===== src/rtl/serial_adder_pkg.sv =====
// rtl/serial_adder_pkg.sv - shared types and sizing helper for the bit-serial adder
package serial_adder_pkg;

    typedef enum logic [1:0] {
        IDLE = 2'd0,
        RUN  = 2'd1,
        DONE = 2'd2
    } state_t;

    // Step counter width; never narrower than one bit so WIDTH=1 still has a counter.
    function automatic int cnt_w(input int width);
        int w;
        w = $clog2(width);
        return (w < 1) ? 1 : w;
    endfunction

endpackage


===== src/rtl/full_adder.sv =====
// rtl/full_adder.sv - single-bit full adder cell
module full_adder (
    input  logic a,
    input  logic b,
    input  logic cin,
    output logic final_sum,
    output logic final_carry
);

    assign final_sum   = a ^ b ^ cin;
    assign final_carry = (a & b) | (cin & (a ^ b));

endmodule


===== src/rtl/serial_adder.sv =====
// rtl/serial_adder.sv - LSB-first bit-serial adder around one full_adder cell
module serial_adder
    import serial_adder_pkg::*;
#(
    parameter int WIDTH = 8
) (
    input  logic             clk,
    input  logic             rst,
    input  logic             start,
    input  logic [WIDTH-1:0] a,
    input  logic [WIDTH-1:0] b,
    input  logic             cin,
    output logic             busy,
    output logic             done,
    output logic [WIDTH-1:0] sum,
    output logic             cout
);

    localparam int            CW   = cnt_w(WIDTH);
    localparam logic [CW-1:0] LAST = CW'(WIDTH - 1);

    state_t           state;
    logic [WIDTH-1:0] a_sr;
    logic [WIDTH-1:0] b_sr;
    logic [WIDTH-1:0] s_sr;
    logic [WIDTH-1:0] s_next;
    logic             carry;
    logic [CW-1:0]    cnt;
    logic             fa_sum;
    logic             fa_carry;

    full_adder u_full_adder (
        .a           (a_sr[0]),
        .b           (b_sr[0]),
        .cin         (carry),
        .final_sum   (fa_sum),
        .final_carry (fa_carry)
    );

    // New sum bit enters at the MSB; the concatenate-then-shift form also covers WIDTH=1.
    assign s_next = WIDTH'({fa_sum, s_sr} >> 1);

    always_ff @(posedge clk) begin
        if (rst) begin
            state <= IDLE;
            a_sr  <= '0;
            b_sr  <= '0;
            s_sr  <= '0;
            carry <= 1'b0;
            cnt   <= '0;
            busy  <= 1'b0;
            done  <= 1'b0;
            sum   <= '0;
            cout  <= 1'b0;
        end else begin
            done <= 1'b0;
            case (state)
                IDLE, DONE: begin
                    if (start) begin
                        a_sr  <= a;
                        b_sr  <= b;
                        s_sr  <= '0;
                        carry <= cin;
                        cnt   <= '0;
                        busy  <= 1'b1;
                        state <= RUN;
                    end else begin
                        state <= IDLE;
                    end
                end
                RUN: begin
                    a_sr  <= a_sr >> 1;
                    b_sr  <= b_sr >> 1;
                    s_sr  <= s_next;
                    carry <= fa_carry;
                    cnt   <= cnt + 1'b1;
                    if (cnt == LAST) begin
                        sum   <= s_next;
                        cout  <= fa_carry;
                        done  <= 1'b1;
                        busy  <= 1'b0;
                        state <= DONE;
                    end
                end
                default: state <= IDLE;
            endcase
        end
    end

endmodule

===== config.mk =====
export PLATFORM = sky130hd
export DESIGN_NAME = serial_adder
export DESIGN_NICKNAME = d
export VERILOG_FILES = /design/src/rtl/serial_adder_pkg.sv /design/src/rtl/full_adder.sv /design/src/rtl/serial_adder.sv
export SDC_FILE = /design/constraint.sdc
export NUM_CORES = 1
export LEC_CHECK = 0
export ABC_AREA = 1
export CORE_AREA = 8 8 75 77
export CTS_BUF_LIST = sky130_fd_sc_hd__clkbuf_4 sky130_fd_sc_hd__clkbuf_8 sky130_fd_sc_hd__clkbuf_16
export CTS_CLUSTER_DIAMETER = 150
export DETAILED_ROUTE_END_ITERATION = 7
export DIE_AREA = 0 0 83 85
export PLACE_DENSITY_LB_ADDON = 0.3
export SLEW_MARGIN = 20
export SYNTH_ARGS = -nofsm -noshare
export SYNTH_HDL_FRONTEND = slang
export SYNTH_HIERARCHICAL = 1
export SYNTH_SLANG_ARGS = --single-unit

===== constraint.sdc =====
create_clock -name clk -period 1.37 [get_ports clk]
set_input_delay 0.274 -clock clk [delete_from_list [all_inputs] [get_ports clk]]
set_output_delay 0.274 -clock clk [all_outputs]
set_load 0.01 [all_outputs]

Word level (Yosys, flattened, before mapping)
Index checks and enable logic that the tools add are counted.
{ "word_totals": {"reg_bits": 41, "word_cells": 46, "inputBits": 20, "out_inout_bits": 11} }
{ "op_classes": {"muxes": 17, "add_sub_neg": 1, "eq_ne": 5, "n_reduce_logical": 7, "bitwise": 6} }
{ "op_table": {"columns": ["cell", "n"], "rows": [
  ["$pmux W8 S2", 3],
  ["$mux W8", 3],
  ["$pmux W3 S2", 1],
  ["$mux W1", 5],
  ["$ne A2 B2 Y1 const B", 2],
  ["$pmux W1 S2", 2],
  ["$pmux W2 S2", 1],
  ["$reduce_and A2 Y1", 2],
  ["$reduce_or A2 Y1", 2],
  ["$add A3 B1 Y3 const B", 1],
  ["$eq A3 B3 Y1 const B", 1],
  ["$mux W3", 1],
  ["$reduce_and A3 Y1", 1],
  ["$and A1 B1 Y1", 2],
  ["$eq A2 B1 Y1 const B", 1],
  ["$eq A2 B2 Y1 const B", 1],
  ["$logic_not A2 Y1", 1],
  ["$mux W2", 1],
  ["$reduce_bool A2 Y1", 1],
  ["$xor A1 B1 Y1", 2],
  ["$not A1 Y1", 1],
  ["$or A1 B1 Y1", 1]
]} }

Logic depth before layout (Yosys ltp)
Gate-level depths: netlist of the first run.
{ "depth": {"ltp_word": 4, "depth_mapped": 7} }

Cells and area by module
The synthesis of the first run kept the hierarchy.
{ "modules_own_cells": {"columns": ["mod", "seq_area_each_um2", "instances", "area_per_inst_um2", "cells_each"], "rows": [
  ["serial_adder", 800.8, 1, 1898.1, 253],
  ["full_adder", 0.0, 1, 20.0, 1]
]} }

Worst setup path before layout of the first run
No wires, ideal clock.
{ "synth_path": {"kind": "flip-flop to flip-flop", "startpoint": "register a_sr[0]", "endpoint": "register carry", "setup_ps": 118, "synth_period_minus_slack_ps": 1140, "t_arrival_ps": 1022, "slack_ps": 230, "stages_incl_launch_ff": 8, "path_cell_list": "dfxtp_1 > fa_1 > inv_1 > nand3_2 > nand2_1 > clkinv_1 > nand2_1 > nor2_1"} }
{ "synth_between": {"elab_chain_cells": 4} }
{ "synth_rtl": {"columns": ["item", "line", "source"], "rows": [
  ["from (decl)", "serial_adder.sv:23", "logic [WIDTH-1:0] a_sr;"],
  ["from (signal assigned)", "serial_adder.sv:72", "a_sr <= a_sr >> 1;"],
  ["$xor A1 B1 Y1", "full_adder.sv:11", "assign final_carry = (a & b) | (cin & (a ^ b));"],
  ["$and A1 B1 Y1", "full_adder.sv:11", null],
  ["$or A1 B1 Y1 *", "full_adder.sv:11", null],
  ["net fa_carry", "serial_adder.sv:30", "logic fa_carry;"],
  ["$pmux W1 S2 *", "serial_adder.sv:57", "case (state)"],
  ["to (signal assigned)", "serial_adder.sv:63", "carry <= cin;"],
  ["to (signal assigned)", "serial_adder.sv:75", "carry <= fa_carry;"],
  ["to (decl)", "serial_adder.sv:27", "logic carry;"]
]} }
The timed path passes the listed nets; every way through them passes the cells marked *.
A chain may end at the register's enable or synchronous reset.

Worst setup path in the final report of the first run
{ "layout_path": {"startpoint": "register cnt[0]", "endpoint": "register sum[0]"} }
{ "layout_between": {"elab_chain_cells": 2} }
{ "layout_rtl": {"columns": ["item", "line", "source"], "rows": [
  ["from (decl)", "serial_adder.sv:28", "logic [CW-1:0] cnt;"],
  ["from (signal assigned)", "serial_adder.sv:76", "cnt <= cnt + 1'b1;"],
  ["$eq A3 B3 Y1", "serial_adder.sv:77", "if (cnt == LAST) begin"],
  ["$reduce_and A2 Y1 (no source line)", null, null],
  ["to (signal assigned)", "serial_adder.sv:78", "sum <= s_next;"],
  ["to (decl)", "serial_adder.sv:15", "output logic [WIDTH-1:0] sum,"]
]} }
Every way passes these cells.

==> flow_metrics.env, run 1 <==
export IMPL_drive_gt1_share_pct=12.2
export IMPL_core_area_um2=4540
export IMPL_ir_drop_mv=0.571
export IMPL_post_cts_buffers=0
export IMPL_grt_pass1_wl_um=6990
export IMPL_required_ns=1.60
export IMPL_dr_total_vias=1618
export IMPL_wire_per_inst_um=11.8
export IMPL_worstPathArrival_ns=1.46
export IMPL_wl_met1_um=1950
export IMPL_p_per_area_nw_per_um2=1070
export IMPL_drtPass1Iterations=4
export IMPL_grt_pass1_vias=1583
export IMPL_cts_tree="done"
export IMPL_netlist_top_cells_count="nand2_1 (59), nand3_1 (44), dfxtp_1 (40), inv_1 (30)"
export IMPL_setup_violations=0
export IMPL_crit_type="reg2reg"
export IMPL_reg2reg_depth=5
export IMPL_finClkSkew_ns=0.00328
export IMPL_worstSetupStartpoint="cnt[0]$_SDFFE_PP0P_"
export IMPL_cts_buffers=5
export IMPL_reg2reg_to="sum[0]$_SDFFE_PP0P_"
export IMPL_cap_violations=0
export IMPL_portBuffers=30
export IMPL_ys_seq_area_share_pct=41.7
export IMPL_postCtsHoldBufs=0
export IMPL_cts_resized=11
export IMPL_clock_latency_ns=0.29
export IMPL_syn_nets=277
export IMPL_n_fill_cell=462
export IMPL_instances_no_fill=341
export IMPL_yosys_warnings=6
export IMPL_reg2reg_slack_ns=0.14
export IMPL_drcViolationCount=0
export IMPL_vias_per_cell=4.74
export IMPL_synth_edf_count=0
export IMPL_finalPower_mw=2.51
export IMPL_antenna_left=0
export IMPL_hold_violations=0
export IMPL_synth_seq_cells=40
export IMPL_die_area_um2=7060
export IMPL_hpwl_um=2740
export IMPL_crit_chain="ha_1, ha_1, nand2_2, nand2_1, a21oi_1"
export IMPL_syn_avg_cell_area_um2=7.55
export IMPL_area_growth_pct=21.7
export IMPL_crit_fanout=10
export IMPL_critPathMaxStageDelay_ns=0.33
export IMPL_grt_max_degree=28
export IMPL_fp_row_count=25
export IMPL_nets=309
export IMPL_path_clk_slew_ns=0.08
export IMPL_hold_path_class="reg2reg"
export IMPL_grt_usage_pct=11.9
export IMPL_ys_types=25
export IMPL_synth_area_leaders="dfxtp_1 (42%), nand2_1 (12%), nand3_1 (11%)"
export IMPL_crit_path_end="sum[0]$_SDFFE_PP0P_"
export IMPL_antenna_found_initial=0
export IMPL_maxSlewViolCount=0
export IMPL_die_w_um=83
export IMPL_cpMaxStageDelayCell="dfxtp_1"
export IMPL_synth_most_common_cell="nand2_1"
export IMPL_cp_end_kind="flip-flop"
export IMPL_min_period_over_period_pct=89.5
export IMPL_worst_slew_pin_slew_ns=0.268
export IMPL_synthArstFlopShare_pct=0
export IMPL_drt_total_wl_um=4020
export IMPL_status="complete, no violations"
export IMPL_fmax_mhz=815
export IMPL_fin_crit_ns=1.23
export IMPL_start_util_pct=42.3
export IMPL_relSlewSlack_pct=82.1
export IMPL_grt_setup_unrepaired="false"
export IMPL_ctsLongestPathBuffers=2
export IMPL_boundaryPins=31
export IMPL_netlist_area_leader_share_pct=41.7
export IMPL_r2r_start="cnt[0]$_SDFFE_PP0P_"
export IMPL_final_cell_area_um2=2330
export IMPL_numClockSinks=40
export IMPL_dr_wl_met3_um=250
export IMPL_gp_congestion=0.762
export IMPL_worst_setup_path_start_kind="flip-flop"
export IMPL_routed_top_layer="met4"
export IMPL_syn_inst=254
export IMPL_dr_first_iter_drc_count=82
export IMPL_cts_htree_levels=2
export IMPL_grt_overflow_total=0
export IMPL_cts_root_buffer="clkbuf_8"
export IMPL_worst_path_most_repeated_cell="ha_1"
export IMPL_p_leak_nw=1.11
export IMPL_synth_top_area_cell="dfxtp_1"
export IMPL_antennaDiodeCount=0
export IMPL_die_y_um=85
export IMPL_wl_met2_um=1750
export IMPL_syn_area_um2=1920
export IMPL_dpl_cell_area_um2=2250
export IMPL_synth_flop_cell="dfxtp_1"
export IMPL_post_place_cells=333
per-stage QoR:
step           setup TNS [ns]  utilization, %  hold WS [ns]  worst slack [ns]
6_report                    0            51.4         0.465             0.144
5_1_grt                     0            51.4         0.485            0.0183
4_1_cts                     0            51.4         0.473             0.135
3_5_place_dp           -0.821            49.7         0.457           -0.0849
3_3_place_gp           -0.550            49.7         0.449           -0.0535
2_1_floorplan               0               -         0.343             0.230
report_power, final:
part | switching [mW] | internal (mW)
Combinational | 0.239 | 0.200
Clock | 0.413 | 0.402
Sequential | 0.0275 | 1.23
Total | 0.679 | 1.83
worst max-delay path: cells and delay by family (launching register included):
family,cells,cell delay (ns)
AO/OA/AOI/OAI,1,0.12
adder cells (fa/ha/maj),2,0.44
flip-flops,1,0.33
AND/OR/NAND/NOR,2,0.27
final cells by class:
type / count / area [um2] / share of cell area (%)
Clock inverter: 2 / 10.0 / 0.429
Multi-Input combinational cell: 164 / 841 / 36.0
Sequential cell: 40 / 801 / 34.3
Tap cell: 54 / 67.6 / 2.90
Inverter: 36 / 140 / 6.01
Clock buffer: 6 / 82.6 / 3.54
Timing Repair Buffer: 39 / 392 / 16.8
layer usage:
metal,vias to the layer above,GRT usage [%]
li1,866,-
met1,710,14.1
met2,34,18.9
met3,8,3.74
met4,0,5.91
met5,-,0
layout by cell type (no fill, tap or decap), drive strengths merged:
cell / instances
a21oi: 15
o21ai: 2
nor3: 15
buf: 9
nand3b: 3
fa: 1
nand3: 48
ha: 2
clkbuf: 6
nor2: 16
inv: 33
dlygate4sd2: 11
clkinv: 5
nand2: 62
dfxtp: 40
clkdlybuf4s50: 19
cells by family (layout without fill, tap and decap cells):
| kind of cell | after synthesis | after routing | share of synthesized area (%) |
|---|---|---|---|
| flip-flops | 40 | 40 | 41.7 |
| AO/OA/AOI/OAI | 17 | 17 | 4.44 |
| AND/OR/NAND/NOR | 144 | 144 | 37.1 |
| adder cells (fa/ha/maj) | 3 | 3 | 2.35 |
| buffers and inverters | 50 | 83 | 14.4 |
how the worst min path moves through the flow:
stage / startpoint / endpoint / slack (ns) / depth (start not counted)
finish: cnt[0]$_SDFFE_PP0P_ / cnt[0]$_SDFFE_PP0P_ / 0.47 / 1
global route: sum[0]$_SDFFE_PP0P_ / sum[0]$_SDFFE_PP0P_ / 0.49 / 2
CTS: sum[0]$_SDFFE_PP0P_ / sum[0]$_SDFFE_PP0P_ / 0.47 / 2
detailed placement: s_sr[6]$_SDFFE_PP0P_ / sum[5]$_SDFFE_PP0P_ / 0.46 / 2
global placement: cnt[0]$_SDFFE_PP0P_ / cnt[0]$_SDFFE_PP0P_ / 0.45 / 1
floorplan: rst / s_sr[2]$_SDFFE_PP0P_ / 0.34 / 1
registers in the layout, summed over array words and instances, names as in the netlist, 2 cells and up:
register and flops:
b_sr 8, cnt 3, sum 8, state 2, a_sr 8, s_sr 7
No activity file was read; power rests on OpenSTA's default activity.
==> run 2: changes to the inputs <==
- MAX_ROUTING_LAYER: unset -> met4
==> run 2 against run 1 <==
Net effect:
- sequential power hardly changed
- critical path type unchanged
- final area stayed put
- critical path depth stayed put
- combinational power hardly changed
- sequential share of layout area stayed put
- critical endpoint unchanged
- maximum frequency is 0.50% higher
- register-to-register slack hardly changed
- via count is 0.80% higher
- core utilization stayed put
- clock skew is 0.00055 ns higher
- clock-buffer cell count stayed put
- setup slack better by 0.0061 ns
==> flow_metrics.env, run 2 (same netlist as run 1, synthesis figures left out) <==
export IMPL_hpwl_um=2740
export IMPL_post_cts_buffers=0
export IMPL_cap_violations=0
export IMPL_worstSetupStartpoint="cnt[0]$_SDFFE_PP0P_"
export IMPL_die_area_um2=7060
export IMPL_intPower_mw=1.83
export IMPL_area_growth_pct=21.7
export IMPL_grt_usage_pct=12.2
export IMPL_setup_violations=0
export IMPL_dr_first_iter_drc_count=83
export IMPL_required_ns=1.60
export IMPL_drt_total_wl_um=4040
export IMPL_hold_path_class="reg2reg"
export IMPL_cts_htree_levels=2
export IMPL_dr_total_vias=1631
export IMPL_maxSlewViolCount=0
export IMPL_wire_per_inst_um=11.9
export IMPL_fp_row_count=25
export IMPL_cts_buffers=5
export IMPL_reg_top3="a_sr (8), b_sr (8), sum (8)"
export IMPL_holdPathEnd="cnt[0]$_SDFFE_PP0P_"
export IMPL_cp_end_kind="flip-flop"
export IMPL_crit_type="reg2reg"
export IMPL_relSlewSlack_pct=82.0
export IMPL_finClkSkew_ns=0.00384
export IMPL_worstPathArrival_ns=1.45
export IMPL_cts_root_buffer="clkbuf_8"
export IMPL_crit_fanout=10
export IMPL_whs_ns=0.463
export IMPL_hold_start="cnt[0]$_SDFFE_PP0P_"
export IMPL_drtPass1Iterations=4
export IMPL_status="complete, no violations"
export IMPL_core_area_um2=4540
export IMPL_grt_pass1_vias=1583
export IMPL_fmax_mhz=820
export IMPL_reg2reg_slack_ns=0.15
export IMPL_worst_setup_path_start_kind="flip-flop"
export IMPL_antenna_left=0
export IMPL_die_y_um=85
export IMPL_min_period_over_period_pct=89.1
export IMPL_antennaDiodeCount=0
export IMPL_start_util_pct=42.3
export IMPL_ir_drop_mv=0.572
export IMPL_boundaryPins=31
export IMPL_antenna_found_initial=0
export IMPL_portBuffers=30
export IMPL_clkPwrFrac_pct=32.4
export IMPL_layout_common_cells="nand2_1 (59), nand3_1 (44), dfxtp_1 (40)"
export IMPL_grt_max_degree=28
export IMPL_vias_per_cell=4.78
export IMPL_path_clk_slew_ns=0.08
export IMPL_fin_tns_setup_ns=0
export IMPL_ctsLongestPathBuffers=2
export IMPL_grt_setup_unrepaired="false"
export IMPL_hold_violations=0
export IMPL_min_path_cells=1
export IMPL_switching_power_uw=680
export IMPL_p_comb_share_pct=17.6
export IMPL_drcViolationCount=0
export IMPL_grt_overflow_total=0
export IMPL_cts_tree="done"
export IMPL_grt_pass1_wl_um=6990
export IMPL_nets=309
export IMPL_fin_crit_ns=1.22
export IMPL_postCtsHoldBufs=0
export IMPL_swShare_pct=27.1
export IMPL_clock_latency_ns=0.29
export IMPL_r2r_start="cnt[0]$_SDFFE_PP0P_"
export IMPL_reg2reg_to="sum[0]$_SDFFE_PP0P_"
export IMPL_p_leak_nw=1.11
export IMPL_numClockSinks=40
export IMPL_gp_congestion=0.772
export IMPL_worst_slew_pin_slew_ns=0.270
export IMPL_drive_gt1_share_pct=12.2
export IMPL_cts_resized=11
export IMPL_reg2reg_depth=5
export IMPL_final_common_cell="nand2_1"
export IMPL_die_w_um=83
export IMPL_p_per_area_nw_per_um2=1080
export IMPL_power_frac_seq_pct=50.0
-- run 2: through the flow --
step | std cells | total power [mW] | instance area, um2 | setup WS, ns | utilization, %
2_1_floorplan | 254 | 1.61 | 1920 | 0.230 | -
3_3_place_gp | 333 | 1.72 | 2250 | -0.0535 | 49.7
3_5_place_dp | 333 | 1.73 | 2250 | -0.0849 | 49.7
4_1_cts | 341 | 2.55 | 2330 | 0.135 | 51.4
5_1_grt | 341 | 2.66 | 2330 | 0.0183 | 51.4
6_report | 341 | 2.51 | 2330 | 0.150 | 51.4
-- run 2: power by group through the flow --
stage | clock network (mW) | registers, mW | logic (mW)
after floorplan | 0 | 1.27 | 0.332
after global placement | 0 | 1.28 | 0.443
after detailed placement | 0 | 1.28 | 0.445
after CTS | 0.852 | 1.26 | 0.446
after global routing | 0.893 | 1.26 | 0.502
final | 0.814 | 1.25 | 0.441
-- run 2: metal layers --
| layer | track usage, % | vias up | wire length, um |
|---|---|---|---|
| met5 | - | - | 0 |
| met2 | 18.9 | 36 | 1790 |
| met1 | 14.2 | 722 | 1960 |
| met3 | 3.54 | 8 | 224 |
| met4 | 5.91 | 0 | 68 |
| li1 | - | 865 | - |
-- run 2: worst max-delay path by stage --
stage,cells past startpoint,end
final,5,sum[0]$_SDFFE_PP0P_
after global routing,5,cout$_SDFFE_PP0P_
after CTS,5,sum[0]$_SDFFE_PP0P_
after detailed placement,7,sum[6]$_SDFFE_PP0P_
after global placement,7,sum[7]$_SDFFE_PP0P_
after floorplan,7,carry$_SDFFE_PP0P_
-- run 2: worst max-delay path, cell delays in order, from the launching register on --
cell and delay [ns]:
dfxtp_1 0.33, ha_1 0.20, ha_1 0.24, nand2_2 0.20, nand2_1 0.07, a21oi_1 0.12
-- run 2: layout make-up --
class                           instances  area, um2
Multi-Input combinational cell        164        841
Inverter                               36        140
Clock inverter                          2       10.0
Sequential cell                        40        801
Timing Repair Buffer                   39        392
Fill cell                             462       2200
Clock buffer                            6       82.6
Tap cell                               54       67.6
